<file path="src/rtl/microsequencer.sv">
`default_nettype none
// ============================================================================
// Module      : microsequencer
// Description : Control sequencer for the bus-based CPU. Keeps the T-state
//               counter and forms the microcode ROM address from the opcode
//               and the T-state. Decodes the sequencing fields of the
//               returned micro-word and holds the {GT, C, Z} flag register.
//               Generates the conditional-jump strobe and drives the IR
//               immediate onto the bus.
//
// Ports       : clk         - system clock, rising edge
//               reset_bar   - asynchronous active-low reset
//               stall       - hold T-state and suppress every strobe
//               ir_val      - instruction register contents
//               alu_result  - ALU output used for flag capture
//               alu_carry   - ALU carry-out
//               uword       - micro-word read from the ROM at uaddr
//               uaddr       - ROM address {opcode_eff, tstate}
//               ctrl_out    - pass-through control bits uword[UW-1:10], gated
//               jmp         - PC load strobe
//               ir_bus      - IR immediate value for the bus
//               ir_oe       - ir_bus drive enable
//               flags       - {GT, C, Z}
//               tstate      - current T-state
//               halted      - sequencer halted
//               instr_count - completed-instruction counter
//
// Revision    : 1.0 - initial release
// ============================================================================
module microsequencer #(
    parameter int WIDTH       = 16,
    parameter int OPCODE_BITS = 8,
    parameter int TSTATE_BITS = 3,
    parameter int IMM_BITS    = 8,
    parameter int FETCH_T     = 2,
    parameter int UW          = 24
) (
    input  logic                           clk,
    input  logic                           reset_bar,
    input  logic                           stall,
    input  logic [WIDTH-1:0]               ir_val,
    input  logic [WIDTH-1:0]               alu_result,
    input  logic                           alu_carry,
    input  logic [UW-1:0]                  uword,
    output logic [OPCODE_BITS+TSTATE_BITS-1:0] uaddr,
    output logic [UW-11:0]                 ctrl_out,
    output logic                           jmp,
    output logic [WIDTH-1:0]               ir_bus,
    output logic                           ir_oe,
    output logic [2:0]                     flags,
    output logic [TSTATE_BITS-1:0]         tstate,
    output logic                           halted,
    output logic [WIDTH-1:0]               instr_count
);

    localparam logic [0:0]             c_st_run  = 1'b0;
    localparam logic [0:0]             c_st_halt = 1'b1;
    localparam logic [TSTATE_BITS-1:0] c_fetch_t = TSTATE_BITS'(FETCH_T);

    logic [0:0]             r_state;
    logic [0:0]             w_state_nxt;
    logic [TSTATE_BITS-1:0] r_tstate;
    logic [WIDTH-1:0]       r_instr_count;
    logic [2:0]             r_flags;       // {GT, C, Z}

    logic                   w_active;
    logic                   w_jz, w_jnz, w_jgt, w_jlt, w_jc;
    logic                   w_iol, w_ioh, w_fl, w_rt, w_hlt;
    logic                   w_end;
    logic                   w_z_new;
    logic [OPCODE_BITS-1:0] w_opcode_eff;
    logic [IMM_BITS-1:0]    w_imm;

    // Micro-word sequencing fields
    assign w_jz  = uword[0];
    assign w_jnz = uword[1];
    assign w_jgt = uword[2];
    assign w_jlt = uword[3];
    assign w_jc  = uword[4];
    assign w_iol = uword[5];
    assign w_ioh = uword[6];
    assign w_fl  = uword[7];
    assign w_rt  = uword[8];
    assign w_hlt = uword[9];

    assign w_active = (r_state == c_st_run) && !stall;

    // Fetch T-states share the opcode-0 microcode.
    assign w_opcode_eff = (r_tstate < c_fetch_t) ? '0 : ir_val[WIDTH-1 -: OPCODE_BITS];
    assign uaddr        = {w_opcode_eff, r_tstate};

    // Instruction ends on RT, HLT, or the last T-state.
    assign w_end   = w_rt || w_hlt || (r_tstate == '1);
    assign w_z_new = (alu_result == '0);
    assign w_imm   = ir_val[IMM_BITS-1:0];

    // ------------------------------------------------------------------------
    // FSM: RUN until an unstalled HLT; HALT is left only through reset.
    // ------------------------------------------------------------------------
    always_ff @(posedge clk or negedge reset_bar) begin
        if (!reset_bar) begin
            r_state <= c_st_run;
        end else begin
            r_state <= w_state_nxt;
        end
    end

    always_comb begin
        w_state_nxt = r_state;
        case (r_state)
            c_st_run:  if (w_active && w_hlt) w_state_nxt = c_st_halt;
            c_st_halt: w_state_nxt = c_st_halt;
            default:   w_state_nxt = c_st_run;
        endcase
    end

    // ------------------------------------------------------------------------
    // T-state, instruction counter and flag register
    // ------------------------------------------------------------------------
    always_ff @(posedge clk or negedge reset_bar) begin
        if (!reset_bar) begin
            r_tstate      <= '0;
            r_instr_count <= '0;
            r_flags       <= '0;
        end else if (w_active) begin
            if (w_end) begin
                r_tstate      <= '0;
                r_instr_count <= r_instr_count + 1'b1;
            end else begin
                r_tstate      <= r_tstate + 1'b1;
            end
            if (w_fl) begin
                // GT is signed "greater than zero": sign clear and non-zero.
                r_flags <= {!alu_result[WIDTH-1] && !w_z_new, alu_carry, w_z_new};
            end
        end
    end

    // ------------------------------------------------------------------------
    // Gated strobes; jmp reads the registered (old) flags.
    // ------------------------------------------------------------------------
    always_comb begin
        ctrl_out = '0;
        jmp      = 1'b0;
        ir_oe    = 1'b0;
        ir_bus   = '0;
        if (w_active) begin
            ctrl_out = uword[UW-1:10];
            jmp      = (w_jc  && r_flags[1]) ||
                       (w_jz  && r_flags[0]) ||
                       (w_jnz && !r_flags[0]) ||
                       (w_jgt && r_flags[2]) ||
                       (w_jlt && !r_flags[0] && !r_flags[2]);
            ir_oe    = w_iol || w_ioh;
            if (w_ioh) begin
                ir_bus = {{(WIDTH-IMM_BITS){1'b1}}, w_imm};
            end else if (w_iol) begin
                ir_bus = {{(WIDTH-IMM_BITS){1'b0}}, w_imm};
            end
        end
    end

    assign flags       = r_flags;
    assign tstate      = r_tstate;
    assign halted      = (r_state == c_st_halt);
    assign instr_count = r_instr_count;

endmodule
`default_nettype wire

</file>
<file path="config.mk">
export PLATFORM = sky130hd
export DESIGN_NAME = microsequencer
export DESIGN_NICKNAME = d
export VERILOG_FILES = /design/src/rtl/microsequencer.sv
export SDC_FILE = /design/constraint.sdc
export NUM_CORES = 1
export LEC_CHECK = 0
export CAP_MARGIN = 20
export CORE_UTILIZATION = 28
export CTS_CLUSTER_SIZE = 24
export DETAILED_ROUTE_END_ITERATION = 7
export HOLD_SLACK_MARGIN = 0.05
export PLACE_DENSITY = 0.75
export SETUP_SLACK_MARGIN = 0.05
export SLEW_MARGIN = 20
export SYNTH_ARGS = -nofsm -noshare
export SYNTH_HDL_FRONTEND = slang
export SYNTH_SLANG_ARGS = --single-unit
export TNS_END_PERCENT = 50
</file>
<file path="constraint.sdc">
create_clock -name clk -period 1.6 [get_ports clk]
set_clock_uncertainty 0.1 [all_clocks]
set_input_delay 0.16 -clock clk [delete_from_list [all_inputs] [get_ports clk]]
set_output_delay 0.16 -clock clk [all_outputs]
set_load 0.005 [all_outputs]
</file>
Word-level counts from Yosys, hierarchy flattened
Cells that the tools add are included.
{ "op_classes": {"n_addsub": 2, "magnitude_cmp": 1, "n_eq_ne": 1, "muxes": 10, "n_bitwise": 1, "n_reduce_logical": 24} }
{ "op_table": {"columns": ["op", "n"], "rows": [
  ["two-way mux 16 bit", 2],
  ["adder 16 x 1 -> 16 bit (second input constant)", 1],
  ["logical NOT 16 bit", 1],
  ["two-way mux 8 bit", 2],
  ["two-way mux 14 bit", 1],
  ["logical AND 1 bit", 9],
  ["logical OR 1 bit", 7],
  ["logical NOT 1 bit", 5],
  ["AND reduction 2 bit", 2],
  ["adder 3 x 1 -> 3 bit (second input constant)", 1],
  ["equality test 3 bit (second input constant)", 1],
  ["less-than comparator 3 x 2 -> 1 bit (second input constant)", 1],
  ["two-way mux 1 bit", 3],
  ["two-way mux 3 bit", 1],
  ["one-hot mux 1 bit (2 select lines)", 1],
  ["NOT 1 bit", 1]
]} }
{ "totals": {"ff_bits": 23, "input_bits": 60, "elab_cells": 43} }

Depth between registers and ports, before layout
Gate-level depths: netlist (run 1).
{ "depth": {"word_depth": 6, "depth_mapped": 7} }

Worst setup path before layout (run 1)
Ideal clock, no wire load.
{ "synth_path": {"kind": "reg2reg", "from": "reg r_tstate[0] (netlist: tstate[0])", "to": "reg r_instr_count[1] (netlist: instr_count[1])", "setup_ps": 125, "arrival_time_ps": 1609, "setup_slack_ps": -233, "path_stages_with_launch": 6, "path_buffers": 0, "path_cell_list": "dfrtp_1 > ha_1 > ha_1 > nor3_1 > nor2_1 > mux2_2"} }
{ "synth_via": {"elab_chain_len": 3} }
{ "synth_lines": {"columns": ["element", "line_no", "source"], "rows": [
  ["start, declared", "62", "logic [TSTATE_BITS-1:0] r_tstate;"],
  ["start signal, assigned", "130", "r_tstate <= r_tstate + 1'b1;"],
  ["equality test 3 bit", "93", "assign w_end = w_rt || w_hlt || (r_tstate == '1);"],
  ["logical OR 1 bit", "93", null],
  ["AND reduction 2 bit (no line)", null, null],
  ["end signal, assigned", "128", "r_instr_count <= r_instr_count + 1'b1;"],
  ["end, declared", "63", "logic [WIDTH-1:0] r_instr_count;"]
]} }
No other way between the ends.
A chain may end at the register's enable or synchronous reset.

Final worst setup path (run 1)
{ "layout_path": {"from": "reg r_state (netlist: halted)", "to": "out ir_bus[6]"} }
{ "layout_via": {"elab_chain_len": 3} }
{ "layout_lines": {"columns": ["element", "line_no", "source"], "rows": [
  ["start, declared", "60", "logic [0:0] r_state;"],
  ["start signal, assigned", "102", "r_state <= c_st_run;"],
  ["start signal, assigned", "104", "r_state <= w_state_nxt;"],
  ["NOT 1 bit", null, null],
  ["logical AND 1 bit", "86", "assign w_active = (r_state == c_st_run) && !stall;"],
  ["two-way mux 16 bit", "147", "if (w_active) begin"],
  ["end, declared", "48", "output logic [WIDTH-1:0] ir_bus,"]
]} }
No other way between the ends.

==> flow_metrics.tcl, run 1 <==
set metrics [dict create \
    status "complete, but fails checks" \
    violations_in_the_final_reports "setup timing" \
    syn-cell-area_um2 1379 \
    post_route_core_utilization_pct 68.82 \
    holdBufCountCts 0 \
    criticalPathCategory "register to output port" \
    fin_crit_ps 1838 \
    register_cell_area_after_layout_um2 580.6 \
    yosys-top-cells-area "sky130_fd_sc_hd__dfrtp_1 42%, sky130_fd_sc_hd__and2_1 11%, sky130_fd_sc_hd__xnor2_1 8.3%" \
    reg2reg_setup_slack_ps -180 \
    drt-pass1-iter-count 6 \
    antenna_violations_before_repair 0 \
    worst_case_setup_slack_after_placement_ps -387.9 \
    cp_cell_sequence "or2_4 -> nor2_4 -> buf_6 -> buf_6 -> buf_6 -> and2_4 -> buf_6" \
    place_hpwl_mm 3.345 \
    post_synth.cell_area_avg_um2 9.444 \
    grt_pass1_vias 1584 \
    r2r_cell_count 7 \
    endpoint_kind "output port" \
    place_inst 345 \
    worst_case_hold_slack_ps 133.6 \
    cts_buffer_depth 2 \
    clock_latency_late_sink_ps 270 \
    yosys.cell_count.top_type "sky130_fd_sc_hd__and2_1" \
    setup_repair_after_global_routing_missed_its_margin "true" \
    fp.dieW_um 72.18 \
    reg2reg_from "halted" \
    synth-edff-count 0 \
    timing.critical_path.max_delay_family "simple AND/OR/NAND/NOR gates" \
    worst_slew_margin_rel_pct 74.90 \
    drt_drc_violations_left 0 \
    vias 1676 \
    number_of_synthesized_register_bits 23 \
    fill_cells 351 \
    ys.flop_type "sky130_fd_sc_hd__dfrtp_1" \
    ant_nets 0 \
    arrival_ps 1580 \
    grt_max_degree 24 \
    boundaryPins 126 \
    netlist.top_cell.by_area "sky130_fd_sc_hd__dfrtp_1" \
    timing_worst_slew_pin_value_ps 375.1 \
    synth_top_area_share_pct 41.74 \
    synth-seq-area-share_pct 41.74 \
    area_taken_by_multi_input_logic_gates_um2 934.6 \
    synth_async_sr_flop_share_pct 100.0 \
    detailed_place.area_um2 2786 \
    yosys_warnings 0 \
    final-setup-viol-count 49 \
    starting_density_of_the_core_pct 29.19 \
    final.setup.worst_slack_ps -238.3 \
    core_area_um2 4723 \
    global_route_wire_length_before_repair_mm 7.217 \
    synth.net_count 209 \
    cts_made_buffers 3 \
    worst_path_required_ps 1340 \
    cts_sinks 23 \
    post-route-period-util_pct 114.9 \
    syn2layout_area_growth_pct 135.8 \
    floorplan.rows 25 \
    route.detailed.wl_per_inst_um 13.51 \
    synth_common_cells "25 x sky130_fd_sc_hd__and2_1, 23 x sky130_fd_sc_hd__dfrtp_1, 15 x sky130_fd_sc_hd__nand2_1" \
    worst-path-buf-inv 4 \
    critPathCapture "ir_bus[6]" \
    die-height_um 72.18 \
    timing.final.max_slew_violations 0 \
    p_leak_nw 1.623 \
    cp_max_fo 3 \
    worst_setup_path_startpoint "halted" \
    antenna_cells 0 \
    via_count_normalized_by_instance_count 4.457 \
    yosys.cell_types.count 28 \
    design.die.area_um2 5209 \
    worst_r2r_endpoint "instr_count[7]" \
    share_of_layout_cells_above_drive_strength_1_pct 45.31 \
    path_depth 7 \
    max-cap-violations 0 \
    crit_path_start_kind "register" \
    drt-initial-drc-count 43 \
    clk_pin_slew_worst_paths_ps 80 \
    total_power_mw 1.459 \
    gp_congestion 0.7253 \
    drt_wl_total_mm 5.079 \
    globalRouteOverflowTotal 0 \
    crit_path_max_incr_delay_ps 410 \
    crit_path_top_delay_cell "sky130_fd_sc_hd__dfrtp_1" \
    final_cell_area_um2 3251 \
    hold_path_class "input port to asynchronous set/reset pin" \
    crit_path_frequent_cell "sky130_fd_sc_hd__buf_6" \
    number_of_nets_in_the_final_layout 373 \
    final_cells 376 \
    htree_num_levels 1 \
    global_route.usage.total_pct 17.59 \
    hold_viol 0 \
    cells_after_synthesis 146 \
    achievable-frequency_mhz 544.0 \
    clock-root-buffer "sky130_fd_sc_hd__clkbuf_8" \
    p_per_area_nw_per_um2 448.8 \
    tritoncts "yes" \
    setup_tns_ps -5735 \
    portBuffers 125 \
    irDropWorstVdd_mv 0.3028 \
]
-- cell usage in the layout, fill, tap and decap left out, drive strengths merged, types with 4 or more instances in the layout --
cell type,Yosys,layout
buf,12,80
clkdlybuf4s50,0,79
and2,25,25
dfrtp,23,23
nand2,15,15
xnor2,13,13
nor2b,9,9
nand3,9,9
clkbuf,1,8
nor2,8,8
nor4,4,4
nand4,4,4
nor3,4,4
-- state kept, by name, summed over array words and instances (netlist names) --
| name | flops |
|---|---|
| instr_count | 16 |
| halted | 1 |
| flags | 3 |
| tstate | 3 |
-- power by group --
| part | internal [mW] | switching, mW |
|---|---|---|
| combinational | 0.293 | 0.127 |
| clock | 0.174 | 0.194 |
| sequential | 0.625 | 0.0453 |
-- cell type report --
class | count | share of cell area (%)
clock buffer | 3 | 1.270
clock inverter | 1 | 0.1540
inverter | 2 | 0.2309
multi-input combinational | 108 | 28.75
sequential | 23 | 17.86
tap | 67 | 2.579
timing repair buffer | 172 | 49.15
-- cells by family (layout without fill, tap and decap cells) --
| kind of cell | count (synthesis) | after routing | synth area share [%] |
|---|---|---|---|
| AO/OA/AOI/OAI | 7 | 7 | 3.721 |
| flip-flops | 23 | 23 | 41.74 |
| adder cells (fa/ha/maj) | 3 | 3 | 2.723 |
| multiplexers | 2 | 2 | 1.633 |
| AND/OR/NAND/NOR | 81 | 81 | 33.03 |
| XOR/XNOR | 15 | 15 | 9.528 |
| buffers and inverters | 15 | 178 | 7.622 |
-- per-layer routing --
layer	wire length [um]	global-route usage, %	up-vias	part of all wire [%]
met5	0	0	-	0
met2	2686	31.15	68	53
met4	95	6.318	0	1.9
met3	292	3.889	9	5.7
li1	-	-	800	-
met1	2004	20.86	799	39
-- worst min path at each step --
| stage | startpoint | end | slack, ps |
|---|---|---|---|
| 3_3_place_gp | instr_count[15] | instr_count[15] | 360 |
| 4_1_cts | reset_bar | instr_count[8] | 150 |
| 5_1_grt | reset_bar | instr_count[8] | 180 |
| 3_5_place_dp | instr_count[15] | instr_count[15] | 370 |
| 6_report | reset_bar | instr_count[6] | 130 |
| 2_1_floorplan | reset_bar | flags[0] | -240 |
-- repair_timing --
item,CTS,global route
setup endpoints to repair,61,65
cloned,2,0
buffers inserted,21,7
gates resized for setup,188,63
pin swaps,28,25
(Power assumes the default switching activity.)
==> inputs of run 2 (changes only) <==
CORE_UTILIZATION = 33   (was 28)
PLACE_DENSITY = 0.87   (was 0.75)
SETUP_SLACK_MARGIN = unset   (was 0.05)
clock period = 2.3 ns   (was 1.6 ns; I/O delays follow)
==> run 2 against run 1 <==
  * The flow now finishes without violations
  * Largest power group unchanged
  * Cell area shrank 18%
  * Critical path depth shrank 1
  * Clock-buffer cell count increased by 1
  * Wire length shrank 22%
  * Non-clock buffer count decreased by 42
  * Sequential cell count unchanged
  * Register-to-register slack better by 570 ps
  * Sequential power is 30% lower
  * Die area shrank 15%
  * Sequential share of layout area rose by 3.6 points
  * Utilization fell by 1.9 points
  * Worst hold slack gained 80 ps
==> flow_metrics.tcl, run 2 (synthesis gave the netlist of run 1 again) <==
set metrics [dict create \
    status "complete, no violations" \
    timing.critical_path.max_delay_family "buffers and inverters" \
    tritoncts "yes" \
    layout.cells.most_common "sky130_fd_sc_hd__clkdlybuf4s50_1" \
    number_of_nets_in_the_final_layout 331 \
    ant_nets 0 \
    post-route-period-util_pct 93.19 \
    drt-initial-drc-count 27 \
    postCtsSetupRepairBufs 0 \
    worst_case_setup_slack_after_placement_ps 157.9 \
    worst_setup_path_startpoint "stall" \
    grt_max_degree 24 \
    commonest_non_fill_non_tap_cells_in_the_layout "125 x sky130_fd_sc_hd__clkdlybuf4s50_1, 25 x sky130_fd_sc_hd__and2_1, 23 x sky130_fd_sc_hd__dfrtp_1, 15 x sky130_fd_sc_hd__nand2_1, 13 x sky130_fd_sc_hd__xnor2_1" \
    worst_slew_margin_rel_pct 70.12 \
    vias 1448 \
    boundaryPins 126 \
    place_hpwl_mm 3.369 \
    cts_sinks 23 \
    globalRouteOverflowTotal 0 \
    irDropWorstVdd_mv 0.2714 \
    final_cells 317 \
    starting_density_of_the_core_pct 34.47 \
    timing.final.max_slew_violations 0 \
    arrival_ps 1810 \
    clock_latency_late_sink_ps 260 \
    largest_register_ffs 16 \
    floorplan.rows 23 \
    cts_made_buffers 3 \
    met2RoutedLength_mm 2.109 \
    place_inst 313 \
    holdBufCountCts 0 \
    drt-pass1-iter-count 4 \
    p_leak_nw 1.093 \
    setup_tns_ps 0 \
    worst_path_required_ps 1970 \
    fill_cells 320 \
    setup_repair_after_global_routing_missed_its_margin "false" \
    path_depth 6 \
    hold_path_class "input port to asynchronous set/reset pin" \
    final.setup.worst_slack_ps 156.6 \
    htree_num_levels 1 \
    global_route.usage.total_pct 18.61 \
    die-height_um 66.64 \
    reg2reg_from "tstate[0]" \
    syn2layout_area_growth_pct 94.19 \
    achievable-frequency_mhz 466.6 \
    area_taken_by_multi_input_logic_gates_um2 698.2 \
    post_cts_resize_count 0 \
    gp_congestion 0.6829 \
    drt_wl_total_mm 3.985 \
    share_of_layout_cells_above_drive_strength_1_pct 4.869 \
    endpoint_kind "output port" \
    p_per_area_nw_per_um2 361.6 \
    via_count_normalized_by_instance_count 4.568 \
    antenna_cells 0 \
    core_area_um2 4000 \
    crit_path_top_delay_cell "sky130_fd_sc_hd__clkdlybuf4s50_1" \
    criticalPathCategory "input port to output port" \
    global_route_wire_length_before_repair_mm 6.306 \
    timing_worst_slew_pin_value_ps 446.6 \
    antenna_violations_before_repair 0 \
    drt_drc_violations_left 0 \
    fin_crit_ps 2143 \
    cp_max_fo 9 \
    detailroute.wirelength.met3_um 290 \
    design.die.area_um2 4441 \
    r2r_cell_count 6 \
    fp.dieW_um 66.64 \
    crit_path_start_kind "input port" \
    max-cap-violations 0 \
    worst-path-buf-inv 3 \
    hold_viol 0 \
    portBuffers 125 \
    cts_buffer_depth 2 \
    route.detailed.wl_per_inst_um 12.57 \
    clock-root-buffer "sky130_fd_sc_hd__clkbuf_8" \
    crit_path_frequent_cell "sky130_fd_sc_hd__clkdlybuf4s50_1" \
    wl_met1_mm 1.537 \
    grt_pass1_vias 1384 \
    crit_path_max_incr_delay_ps 490 \
    register_cell_area_after_layout_um2 575.6 \
    maxUsedRoutingLayer "met4" \
    final-setup-viol-count 0 \
    cp_cell_sequence "clkdlybuf4s50_1 -> or2_1 -> nor2_1 -> buf_4 -> and2_1 -> clkdlybuf4s50_1" \
    clk_pin_slew_worst_paths_ps 80 \
]
[run 2: final timing paths]
check | end | slack, ps
worst min register to register | instr_count[15] | 370
worst max-delay path | ir_bus[0] | 160
min in group clk | instr_count[15] | 370
max in group asynchronous | halted | 1670
worst min-delay path | instr_count[15] | 210
worst max register to register | instr_count[12] | 390
[run 2: power by group]
part / internal (mW) / switching [mW] / leakage [nW] / total, mW
sequential: 0.435 / 0.0361 / 0.309 / 0.471
clock: 0.123 / 0.120 / 0.0228 / 0.244
combinational: 0.185 / 0.0685 / 0.762 / 0.254
total: 0.743 / 0.225 / 1.09 / 0.968
[run 2: cell type report]
cell class	instances	share of cell area, %
Clock buffer	4	1.682
Tap cell	50	2.336
Multi-Input combinational cell	108	26.07
Inverter	2	0.2804
Timing Repair Buffer	130	48.13
Sequential cell	23	21.50
[run 2: routing by layer]
metal  GRT usage [%]  vias to the layer above
li1                -                      714
met1           22.06                      674
met2           32.83                       56
met3           3.938                        4
met4           6.383                        0
met5               0                        -
[run 2: through the flow]
stage,instance area [um^2],util (%),hold WS (ps),power (mW)
2_1_floorplan,1379,-,-165.6,0.5354
3_3_place_gp,2633,65.81,360.0,0.7273
3_5_place_dp,2633,65.81,364.7,0.7386
4_1_cts,2678,66.94,225.7,0.9802
5_1_grt,2678,66.94,234.7,1.029
6_report,2678,66.94,213.4,0.9682
==> inputs of run 3 (changes only) <==
CORE_ASPECT_RATIO = 0.6   (was unset)
==> run 3 against run 2 <==
  * Via count rose by 0.41%
  * Wire length is 2.3% higher
  * Critical path type unchanged
  * Clock power grew 2%
  * Largest power group unchanged
==> flow_metrics.tcl, run 3 (synthesis gave the netlist of run 1 again) <==
set metrics [dict create \
    floorplan.rows 17 \
    antenna_cells 0 \
    cts_buffer_depth 2 \
    irDropWorstVdd_mv 0.3072 \
    boundaryPins 126 \
    gp_congestion 0.7645 \
    post_route_core_utilization_pct 70.13 \
    starting_density_of_the_core_pct 36.01 \
    post-route-period-util_pct 94.07 \
    place_inst 311 \
    crit_path_start_kind "input port" \
    achievable-frequency_mhz 462.2 \
    final-setup-viol-count 0 \
    setup_repair_after_global_routing_missed_its_margin "false" \
    fp.dieW_um 85.45 \
    hold_path_class "input port to asynchronous set/reset pin" \
    layout.cells.most_common "sky130_fd_sc_hd__clkdlybuf4s50_1" \
    clock_latency_late_sink_ps 260 \
    fin_crit_ps 2164 \
    total_power_mw 0.9746 \
    status "complete, no violations" \
    commonest_non_fill_non_tap_cells_in_the_layout "125 x sky130_fd_sc_hd__clkdlybuf4s50_1, 25 x sky130_fd_sc_hd__and2_1, 23 x sky130_fd_sc_hd__dfrtp_1, 15 x sky130_fd_sc_hd__nand2_1, 13 x sky130_fd_sc_hd__xnor2_1" \
    p_leak_nw 1.101 \
    drt_drc_violations_left 0 \
    global_route.usage.total_pct 18.51 \
    place_hpwl_mm 3.478 \
    number_of_nets_in_the_final_layout 332 \
    design.die.area_um2 4449 \
    worst_path_required_ps 1970 \
    drt-pass1-iter-count 4 \
    holdBufCountCts 0 \
    route.detailed.wl_per_inst_um 12.94 \
    criticalPathCategory "input port to output port" \
    global_route_wire_length_before_repair_mm 6.348 \
    clk_pin_slew_worst_paths_ps 80 \
    drt_wl_total_mm 4.076 \
    portBuffers 125 \
    endpoint_kind "output port" \
    htree_num_levels 1 \
    antenna_violations_before_repair 0 \
    share_of_layout_cells_above_drive_strength_1_pct 5.970 \
    grt_max_degree 24 \
    hold_viol 0 \
    setup_tns_ps 0 \
    ant_nets 0 \
    clock-root-buffer "sky130_fd_sc_hd__clkbuf_8" \
    core_area_um2 3829 \
    worst_case_hold_slack_ps 220.4 \
    worst_slew_margin_rel_pct 68.12 \
    tritoncts "yes" \
    p_per_area_nw_per_um2 363.0 \
    final_cells 315 \
    max-cap-violations 0 \
    cp_max_fo 9 \
    vias 1454 \
    timing.final.max_slew_violations 0 \
    grt_pass1_vias 1427 \
    syn2layout_area_growth_pct 94.74 \
    die-height_um 52.07 \
    drt-initial-drc-count 36 \
    timing_worst_slew_pin_value_ps 476.5 \
    largest_register_ffs 16 \
    arrival_ps 1830 \
    cts_sinks 23 \
    cts_made_buffers 3 \
    via_count_normalized_by_instance_count 4.616 \
    globalRouteOverflowTotal 0 \
]
run 3: changes by cell type in the layout (fill, tap and decap cells not counted), sizes merged:
| cell | change |
|---|---|
| clkinv | +1 |
| clkbuf | -1 |
| buf | +1 |
run 3: final cells by class:
type / count / area [um^2]
clock buffer: 3 / 41.29
clock inverter: 1 / 5.005
fill: 314 / 1144
inverter: 2 / 7.507
multi-input combinational: 108 / 700.7
sequential: 23 / 575.6
tap: 47 / 58.81
timing repair buffer: 131 / 1296
run 3: power by group:
part	internal (mW)	switching, mW	leakage [nW]	total [mW]
combinational	0.186	0.0700	0.767	0.256
sequential	0.435	0.0360	0.309	0.471
clock	0.121	0.127	0.0255	0.248
run 3: worst max-delay path: stages:
cell and delay [ps]:
sky130_fd_sc_hd__clkdlybuf4s50_1 430, sky130_fd_sc_hd__or2_1 260, sky130_fd_sc_hd__nor2_2 120, sky130_fd_sc_hd__buf_4 150, sky130_fd_sc_hd__and2_1 130, sky130_fd_sc_hd__clkdlybuf4s50_1 500
run 3: timing repair:
action                                  4_1_cts  5_1_grt
setup buffers                                 0        0
resized for setup                             0        1
endpoints found under the setup margin        0        1
run 3: path summary, 6_finish.rpt:
kind | cells after the start | slack, ps | startpoint | endpoint
max reg2reg | 6 | 370 | tstate[0] | instr_count[8]
min in group clk | 1 | 370 | instr_count[15] | instr_count[15]
min reg2reg | 1 | 370 | instr_count[15] | instr_count[15]
max | 6 | 140 | stall | ir_bus[3]
max in group asynchronous | 2 | 1650 | reset_bar | instr_count[0]
min | 2 | 220 | reset_bar | instr_count[8]
run 3: routing by layer:
metal / part of all wire, % / GRT usage, % / wire, um
met1: 41 / 20.61 / 1654
met2: 50 / 35.07 / 2023
met3: 9.2 / 6.349 / 375
met4: 0.52 / 3.333 / 21
met5: 0 / 0 / 0
run 3: metrics by stage:
stage	setup WS, ps	area [um^2]
2_1_floorplan	466.6	1379
3_3_place_gp	170.8	2636
3_5_place_dp	145.9	2636
4_1_cts	129.1	2683
5_1_grt	34.01	2685
6_report	136.3	2685
